**config.mk**
```make
export PLATFORM = sky130hd
export DESIGN_NAME = dot_accum
export DESIGN_NICKNAME = d
export VERILOG_FILES = /design/src/rtl/dot_accum.sv
export SDC_FILE = /design/constraint.sdc
export NUM_CORES = 1
export LEC_CHECK = 0
export BUFFER_PORTS_ARGS = -buffer_cell sky130_fd_sc_hd__clkbuf_2
export CORE_ASPECT_RATIO = 0.6
export CORE_MARGIN = 10
export CORE_UTILIZATION = 35
export DETAILED_ROUTE_END_ITERATION = 8
export GPL_TIMING_DRIVEN = 0
export PLACE_DENSITY_LB_ADDON = 0.05
export SLEW_MARGIN = 5
export SYNTH_ARGS = -nofsm -noshare
export SYNTH_HDL_FRONTEND = slang
export SYNTH_SLANG_ARGS = --single-unit
```
**constraint.sdc**
```tcl
create_clock -name clk_i -period 3.7 [get_ports clk_i]
set_input_delay 0.74 -clock clk_i [delete_from_list [all_inputs] [get_ports clk_i]]
set_output_delay 0.74 -clock clk_i [all_outputs]
set_load 0.01 [all_outputs]
```
**src/rtl/dot_accum.sv**
```systemverilog
// Accumulates COUNT partial sums from a fixed-latency multiply-add stage into one dot product.
// Optional feature macro SAT_ACCUM_EN: saturating accumulation with a per-result sat flag.
module dot_accum #(
  parameter int WIDTH = 32,
  parameter int ACC_W = 40,
  parameter int COUNT = 8,
  parameter int LAT   = 2
) (
  input  logic             clk_i,
  input  logic             rst_i,
  input  logic             op_valid_i,
  input  logic [WIDTH-1:0] psum_i,
  output logic [ACC_W-1:0] res_data_o,
  output logic             res_valid_o,
  input  logic             res_ready_i,
  output logic             ovr_o,
`ifdef SAT_ACCUM_EN
  output logic             sat_o,
`endif
  output logic [15:0]      term_cnt_o
);

  localparam logic [15:0] LAST_TERM = 16'(COUNT - 1);

  // Valid tracks the operands through the multiply-add pipe, one flop per stage.
  logic vld_dly_q [LAT];

  genvar gi;
  generate
    for (gi = 0; gi < LAT; gi++) begin : g_dly
      if (gi == 0) begin : g_head
        always_ff @(posedge clk_i or posedge rst_i) begin
          if (rst_i) vld_dly_q[gi] <= 1'b0;
          else       vld_dly_q[gi] <= op_valid_i;
        end
      end else begin : g_tap
        always_ff @(posedge clk_i or posedge rst_i) begin
          if (rst_i) vld_dly_q[gi] <= 1'b0;
          else       vld_dly_q[gi] <= vld_dly_q[gi-1];
        end
      end
    end
  endgenerate

  logic             pv;
  logic [ACC_W-1:0] acc_q, acc_d;
  logic [15:0]      term_cnt_q, term_cnt_d;
  logic [ACC_W-1:0] res_data_q, res_data_d;
  logic             res_valid_q, res_valid_d;
  logic             ovr_q, ovr_d;
  logic [ACC_W-1:0] psum_ext;
  logic [ACC_W-1:0] nxt;
  logic             last_term;
  logic             complete;
  logic             clamp;
`ifdef SAT_ACCUM_EN
  logic [ACC_W:0]   sum_w;
  logic             sat_run_q, sat_run_d;
  logic             sat_q, sat_d;
`endif

  assign pv = vld_dly_q[LAT-1];

  always_comb begin
    psum_ext = '0;
    psum_ext[WIDTH-1:0] = psum_i;
`ifdef SAT_ACCUM_EN
    sum_w = {1'b0, acc_q} + {1'b0, psum_ext};
    // Once a vector has clamped it stays pinned at full scale until it completes.
    clamp = sat_run_q | sum_w[ACC_W];
    nxt   = clamp ? '1 : sum_w[ACC_W-1:0];
`else
    clamp = 1'b0;
    nxt   = acc_q + psum_ext;
`endif
    last_term = (term_cnt_q == LAST_TERM);
    complete  = pv && last_term;

    acc_d       = acc_q;
    term_cnt_d  = term_cnt_q;
    res_data_d  = res_data_q;
    res_valid_d = res_valid_q;
    ovr_d       = ovr_q;
`ifdef SAT_ACCUM_EN
    sat_run_d   = sat_run_q;
    sat_d       = sat_q;
`endif

    if (pv) begin
      if (last_term) begin
        acc_d      = '0;
        term_cnt_d = '0;
`ifdef SAT_ACCUM_EN
        sat_run_d  = 1'b0;
`endif
      end else begin
        acc_d      = nxt;
        term_cnt_d = term_cnt_q + 16'd1;
`ifdef SAT_ACCUM_EN
        sat_run_d  = clamp;
`endif
      end
    end

    // A finished vector that finds the output slot occupied is dropped, not stalled.
    if (complete) begin
      if (!res_valid_q || res_ready_i) begin
        res_data_d  = nxt;
        res_valid_d = 1'b1;
`ifdef SAT_ACCUM_EN
        sat_d       = clamp;
`endif
      end else begin
        ovr_d = 1'b1;
      end
    end else if (res_valid_q && res_ready_i) begin
      res_valid_d = 1'b0;
    end
  end

  always_ff @(posedge clk_i or posedge rst_i) begin
    if (rst_i) begin
      acc_q       <= '0;
      term_cnt_q  <= '0;
      res_data_q  <= '0;
      res_valid_q <= 1'b0;
      ovr_q       <= 1'b0;
`ifdef SAT_ACCUM_EN
      sat_run_q   <= 1'b0;
      sat_q       <= 1'b0;
`endif
    end else begin
      acc_q       <= acc_d;
      term_cnt_q  <= term_cnt_d;
      res_data_q  <= res_data_d;
      res_valid_q <= res_valid_d;
      ovr_q       <= ovr_d;
`ifdef SAT_ACCUM_EN
      sat_run_q   <= sat_run_d;
      sat_q       <= sat_d;
`endif
    end
  end

  assign res_data_o  = res_data_q;
  assign res_valid_o = res_valid_q;
  assign ovr_o       = ovr_q;
  assign term_cnt_o  = term_cnt_q;
`ifdef SAT_ACCUM_EN
  assign sat_o       = sat_q;
`endif

endmodule

```
==> flow_summary.json, run 1 <==
{
  "synth.top_cells.by_area": "sky130_fd_sc_hd__dfrtp_1, sky130_fd_sc_hd__ha_1, sky130_fd_sc_hd__nand2_1",
  "clock-root-buffer": "sky130_fd_sc_hd__clkbuf_16",
  "firstDrtPassIters": 5,
  "worstRegToRegCells": 7,
  "diodes": 0,
  "net_switching_power_mw": 2.55,
  "gpl.final_weighted_congestion": 0.891,
  "rrSetupSlack_ns": 0.33,
  "clock_skew_ns": 0.0118,
  "globalRouteOverflowTotal": 0,
  "synthCells": 606,
  "drt_wl_total_mm": 18.1,
  "hold-worst-slack_ns": 0.353,
  "clock_tree_from_tritoncts": "yes",
  "syn-cell-area_um2": 5760,
  "pin_count_of_the_biggest_net_entering_global_routing": 65,
  "cts.sinks": 100,
  "number_of_antenna_violations_at_the_first_check_in_global_routing": 0,
  "final.period_utilization_pct": 91.1,
  "cell_internal_pwr_mw": 3.19,
  "cts_htree_levels": 3,
  "cts-resized-gates": 0,
  "drcViolationCount": 0,
  "synth.net_count": 676,
  "yosysMostFrequentCell": "sky130_fd_sc_hd__dfrtp_1",
  "floorplan.initialDensity_pct": 35.6,
  "max_slew.worst_pin.slew_ns": 0.798,
  "finalHoldViolCount": 0,
  "synth_seq_cells": 100,
  "worstReg2RegEnd": "acc_q[6]$_DFFE_PP0P_",
  "synth-async-reset-ratio_pct": 100,
  "detailedPlacementHpwl_mm": 14.0,
  "flop_pwr_share_pct": 31.4,
  "std_cell_rows": 36,
  "cellPowerDensity_nw_per_um2": 843,
  "synthesis.area_per_instance_um2": 9.50,
  "grt.total_usage_pct": 16.5,
  "fmax_ghz": 0.297,
  "cp_max_fo": 10,
  "layout-drive-gt1-share_pct": 19.6,
  "number_of_flops_mapped_to_enable_cells_by_yosys": 0,
  "number_of_failing_setup_endpoints_in_the_final_timing_report": 0,
  "portBuffers": 93,
  "clk_path_buf_depth": 2,
  "synth.distinct_cells": 63,
  "final_antenna_net_count": 0,
  "post_drt_wl_per_cell_um": 19.6,
  "finish.utilization_pct": 42.1,
  "critPathKind": "register to register",
  "top_level_ports": 94,
  "cp.arrival_ns": 3.57,
  "fin_crit_ns": 3.37,
  "detail_route.vias_per_cell": 5.48,
  "synth_seq_area_share_pct": 43.5,
  "worstPathRequired_ns": 3.90,
  "drv_cap": 0,
  "crit-reg2reg-launch": "term_cnt_o[0]$_DFFE_PP0P_",
  "hold_crit_endpoint": "pv$_DFF_PP0_",
  "die_x_um": 186,
  "die_h_um": 119,
  "floorplan.die_area_um2": 22100,
  "timing_max_transition_violations_final": 0,
  "hold_buffer_count_at_cts": 0,
  "layout.nets": 781,
  "ys_warn_count": 0,
  "synthTopCellsByCount": "sky130_fd_sc_hd__dfrtp_1, sky130_fd_sc_hd__nand2_1, sky130_fd_sc_hd__o21ai_0",
  "netlist.area_leader.share_pct": 43.5,
  "status": "finished, final reports clean",
  "cts.repair_timing.setup_buffer_count": 0,
  "relSlewSlack_pct": 46.8,
  "area_growth_pct": 18.2,
  "first_global_vias": 4992,
  "power.combinational.fraction_pct": 51.8,
  "vias": 5068,
  "clk-insertion-delay-late_ns": 0.35,
  "clock_edge_transition_at_the_registers_on_the_reported_setup_and_hold_paths_ns": 0.08,
  "power.share.switching_pct": 44.4,
  "grt_setup_unrepaired": "false",
  "p_leak_nw": 3.20,
  "placeableCoreArea_um2": 16200,
  "cts_made_buffers": 9,
  "worstHoldStart": "vld_dly_q[1]$_DFF_PP0_",
  "worstSetupEndpointType": "register",
  "holdPathStages": 0,
  "min-delay-path-class": "register to register",
  "start_kind": "register",
  "detail_route.iter0.violations": 302,
  "synth_top_flop_cell": "sky130_fd_sc_hd__dfrtp_1",
  "ir_worst_vdd_mv": 0.251,
  "clock_power_share_pct": 16.8,
  "synth_area_leader_cell": "sky130_fd_sc_hd__dfrtp_1",
  "grt_first_pass_wirelength_mm": 28.9
}
## sequential cells by signal, summed over array words and instances (netlist names)
name / cells
acc_q: 40
ovr_o: 1
pv: 1
res_data_o: 40
res_valid_o: 1
term_cnt_o: 16
vld_dly_q: 1
## worst max-delay path, cell delays in order (launching register included)
cell and delay, ns:
sky130_fd_sc_hd__dfrtp_1 0.43, sky130_fd_sc_hd__ha_1 0.27, sky130_fd_sc_hd__nor3b_1 0.22, sky130_fd_sc_hd__nand4_1 0.53, sky130_fd_sc_hd__nand2_1 0.34, sky130_fd_sc_hd__clkbuf_1 0.59, sky130_fd_sc_hd__clkbuf_1 0.67, sky130_fd_sc_hd__o2bb2ai_1 0.17
## per-layer routing
metal  vias to the layer above  global-route usage, %  part of all wire (%)
li1                       2425                      -                     -
met3                         6                   3.61                   5.8
met1                      2488                   26.0                    54
met5                         -                      0                     0
met2                       149                   22.2                    40
met4                         0                   2.96                  0.49
## worst max-delay path by stage
| stage | endpoint | slack [ns] | from |
|---|---|---|---|
| 2_1_floorplan | acc_q[0]$_DFFE_PP0P_ | 0.34 | rst_i |
| 3_3_place_gp | res_data_o[26]$_DFFE_PP0P_ | -0.98 | rst_i |
| 3_5_place_dp | res_data_o[36]$_DFFE_PP0P_ | 0.16 | psum_i[0] |
| 4_1_cts | acc_q[6]$_DFFE_PP0P_ | 0.31 | term_cnt_o[0]$_DFFE_PP0P_ |
| 5_1_grt | acc_q[7]$_DFFE_PP0P_ | 0.10 | term_cnt_o[0]$_DFFE_PP0P_ |
| 6_report | acc_q[6]$_DFFE_PP0P_ | 0.33 | term_cnt_o[0]$_DFFE_PP0P_ |
## cell usage in the layout (no fill, tap or decap), types with 14 or more instances in the layout
cell type / synthesis / routed
sky130_fd_sc_hd__a21o_1: 14 / 14
sky130_fd_sc_hd__a21oi_1: 35 / 35
sky130_fd_sc_hd__clkbuf_1: 15 / 15
sky130_fd_sc_hd__clkbuf_2: 0 / 93
sky130_fd_sc_hd__dfrtp_1: 100 / 100
sky130_fd_sc_hd__ha_1: 33 / 33
sky130_fd_sc_hd__nand2_1: 85 / 85
sky130_fd_sc_hd__nand3_1: 19 / 19
sky130_fd_sc_hd__nor2_1: 38 / 38
sky130_fd_sc_hd__o21ai_0: 47 / 47
sky130_fd_sc_hd__o2bb2ai_1: 25 / 25
sky130_fd_sc_hd__xnor2_1: 27 / 27
sky130_fd_sc_hd__xor2_1: 22 / 22
## area by class of cell
cell class              count  area [um2]
clock buffers               9         225
multi-input cells         474        3130
plain buffers              21        85.1
flip-flops and latches    100        2500
well taps                 209         262
repair buffers             94         493
clock inverters             7        67.6
fillers                  1616        9360
inverters                  11        43.8
## logic make-up (layout without fill, tap and decap cells)
logic type	count (synthesis)	in the layout	share of synthesized area, %
mux	8	8	1.52
compound gates	187	187	22.2
flops	100	100	43.5
fa+ha+maj	34	34	7.52
xor+xnor	49	49	7.45
simple gates	196	196	15.6
buf+inv	32	142	2.19
## power by group through the flow
stage	clock network (mW)	registers, mW	logic (mW)
after floorplan	0	1.85	2.02
after global placement	0	1.81	2.91
after detailed placement	0	1.82	2.95
after CTS	0.992	1.80	2.97
after global routing	1.03	1.86	3.33
final	0.965	1.80	2.98
## stage by stage
step | total power, mW | TNS (ns) | cell area [um2] | cells | setup slack [ns]
after global placement | 4.72 | -96.42 | 6480 | 908 | -0.977
after global routing | 6.23 | 0 | 6810 | 925 | 0.100
after detailed placement | 4.77 | 0 | 6510 | 909 | 0.157
final | 5.74 | 0 | 6810 | 925 | 0.329
after CTS | 5.77 | 0 | 6810 | 925 | 0.311
after floorplan | 3.87 | 0 | 5760 | 606 | 0.341
(Power assumes the default switching activity.)
==> run 2, diff against run 1 <==
--- a/config.mk
+++ b/config.mk
@@ -11,7 +11,7 @@
 export CORE_UTILIZATION = 35
 export DETAILED_ROUTE_END_ITERATION = 8
 export GPL_TIMING_DRIVEN = 0
-export PLACE_DENSITY_LB_ADDON = 0.05
+export PLACE_DENSITY = 0.59
 export SLEW_MARGIN = 5
 export SYNTH_ARGS = -nofsm -noshare
 export SYNTH_HDL_FRONTEND = slang
==> run 2 against run 1 <==
Net effect: routed wire length decreased by 4.4%; largest cell class unchanged; critical path depth increased by 3; maximum frequency increased by 1.6%; combinational power about the same; sequential cell count unchanged; worst setup slack improved by 0.054 ns; sequential power about the same; first-iteration DRC count increased by 5.6%; total power increased by 0.83%; clock skew decreased by 0.0018 ns.
==> flow_summary.json, run 2 (synthesized netlist as in run 1, its figures left out) <==
{
  "clock_skew_ns": 0.0100,
  "cp.arrival_ns": 3.55,
  "grt_first_pass_wirelength_mm": 27.7,
  "setup_tns_ns": 0,
  "layout.cells.most_common": "sky130_fd_sc_hd__dfrtp_1",
  "std_cell_rows": 36,
  "timing_max_transition_violations_final": 0,
  "top_level_ports": 94,
  "fillers": 1620,
  "multiInputGateArea_um2": 3130,
  "post_layout_nonfiller_instances": 925,
  "gpl.final_weighted_congestion": 0.912,
  "clock-root-buffer": "sky130_fd_sc_hd__clkbuf_16",
  "p_leak_nw": 3.22,
  "hold_buffer_count_at_cts": 0,
  "placeableCoreArea_um2": 16200,
  "ir_worst_vdd_mv": 0.374,
  "detail_route.iter0.violations": 319,
  "firstDrtPassIters": 5,
  "detailedPlacementHpwl_mm": 13.5,
  "grt.total_usage_pct": 15.6,
  "clock_edge_transition_at_the_registers_on_the_reported_setup_and_hold_paths_ns": 0.08,
  "max_slew.worst_pin.slew_ns": 0.848,
  "cts.sinks": 100,
  "min-delay-path-class": "register to register",
  "diodes": 0,
  "finalHoldViolCount": 0,
  "clk-insertion-delay-late_ns": 0.35,
  "pin_count_of_the_biggest_net_entering_global_routing": 57,
  "number_of_failing_setup_endpoints_in_the_final_timing_report": 0,
  "drcViolationCount": 0,
  "globalRouteMet2Util_pct": 21.0,
  "final.period_utilization_pct": 89.6,
  "number_of_antenna_violations_at_the_first_check_in_global_routing": 0,
  "area_growth_pct": 18.9,
  "detail_route.vias_per_cell": 5.45,
  "cts.repair_timing.setup_buffer_count": 0,
  "grt_most_used_layer": "met1",
  "fin_crit_ns": 3.32,
  "globalRouteOverflowTotal": 0,
  "floorplan.die_area_um2": 22100,
  "layout.cells.most_common_list": "sky130_fd_sc_hd__dfrtp_1, sky130_fd_sc_hd__clkbuf_2, sky130_fd_sc_hd__nand2_1, sky130_fd_sc_hd__o21ai_0, sky130_fd_sc_hd__nor2_1",
  "drv_cap": 0,
  "vias": 5045,
  "first_global_vias": 5035,
  "worstSetupEndpointType": "register",
  "relSlewSlack_pct": 42.8,
  "final_antenna_net_count": 0,
  "postLayoutSetupSlackWorst_ns": 0.383,
  "layout.nets": 781,
  "cellPowerDensity_nw_per_um2": 846,
  "worstPathRequired_ns": 3.93,
  "fmax_ghz": 0.302,
  "layout-drive-gt1-share_pct": 19.6,
  "critPathKind": "input pin to register",
  "grtUsageMet1_pct": 24.0,
  "start_kind": "input pin",
  "grt_setup_unrepaired": "false",
  "portBuffers": 93,
  "place.detailed.instances": 909,
  "sequential_cell_area_um2": 2500,
  "die_x_um": 186,
  "cts_htree_levels": 3,
  "cts-resized-gates": 0,
  "cts_made_buffers": 9,
  "clock_tree_from_tritoncts": "yes",
  "clk_path_buf_depth": 2,
  "floorplan.initialDensity_pct": 35.6,
  "cp_max_fo": 5,
  "worst_setup_timing_slack_at_the_placement_stage_ns": 0.115,
  "grt_use_met3_pct": 4.13,
  "die_h_um": 119,
  "drt_wl_total_mm": 17.3,
  "post_drt_wl_per_cell_um": 18.7,
  "status": "finished, final reports clean"
}
## run 2: cell count changes in the layout (fill, tap and decap cells not counted), sizes merged
cell / delta
bufinv: +1
clkinvlp: -1
clkinv: +1
inv: -1
## run 2: path summary, 6_finish.rpt
check | end | cells past startpoint | slack (ns) | startpoint
setup / recovery | res_data_o[23]$_DFFE_PP0P_ | 10 | 0.38 | psum_i[4]
hold / removal | pv$_DFF_PP0_ | 0 | 0.37 | vld_dly_q[1]$_DFF_PP0_
setup reg to reg | res_data_o[23]$_DFFE_PP0P_ | 9 | 0.47 | acc_q[4]$_DFFE_PP0P_
hold reg to reg | pv$_DFF_PP0_ | 0 | 0.37 | vld_dly_q[1]$_DFF_PP0_
max in group asynchronous | acc_q[25]$_DFFE_PP0P_ | 3 | 2.51 | rst_i
min in group asynchronous | term_cnt_o[14]$_DFFE_PP0P_ | 2 | 0.50 | rst_i
## run 2: critical path, cell delays in order
cell and delay, ns:
sky130_fd_sc_hd__clkbuf_2 0.08, sky130_fd_sc_hd__ha_1 0.36, sky130_fd_sc_hd__a21o_1 0.21, sky130_fd_sc_hd__a31o_2 0.23
sky130_fd_sc_hd__o21ai_1 0.35, sky130_fd_sc_hd__nand3b_1 0.16, sky130_fd_sc_hd__a31oi_1 0.67, sky130_fd_sc_hd__o21ai_0 0.24
sky130_fd_sc_hd__xor2_1 0.22, sky130_fd_sc_hd__mux2_2 0.28
## run 2: through the flow
step / cell area (um2) / power (mW) / util [%] / hold slack (ns)
after global placement: 6480 / 4.69 / 40.1 / 0.367
final: 6840 / 5.79 / 42.3 / 0.374
after CTS: 6840 / 5.81 / 42.3 / 0.372
after detailed placement: 6510 / 4.75 / 40.3 / 0.352
after global routing: 6840 / 6.25 / 42.3 / 0.380
after floorplan: 5760 / 3.87 / - / 0.331
## run 2: routing by layer
layer / up-vias / part of all wire, %
li1: 2430 / -
met1: 2464 / 53
met2: 135 / 39
met3: 16 / 6.8
met4: 0 / 1.2
met5: - / 0
## run 2: final cells by class
cell class	count	area share, %
Multi-Input combinational cell	474	45.7
Sequential cell	100	36.6
Timing Repair Buffer	94	7.20
Tap cell	209	3.82
Clock buffer	9	3.29
Clock inverter	7	1.54
Buffer	21	1.24
Inverter	11	0.640
## run 2: where the power goes
| group | leakage (nW) | internal [mW] | switching [mW] |
|---|---|---|---|
| clock network | 0.161 | 0.553 | 0.482 |
| registers | 1.27 | 1.51 | 0.299 |
| logic | 1.79 | 1.21 | 1.74 |
| total | 3.22 | 3.27 | 2.52 |
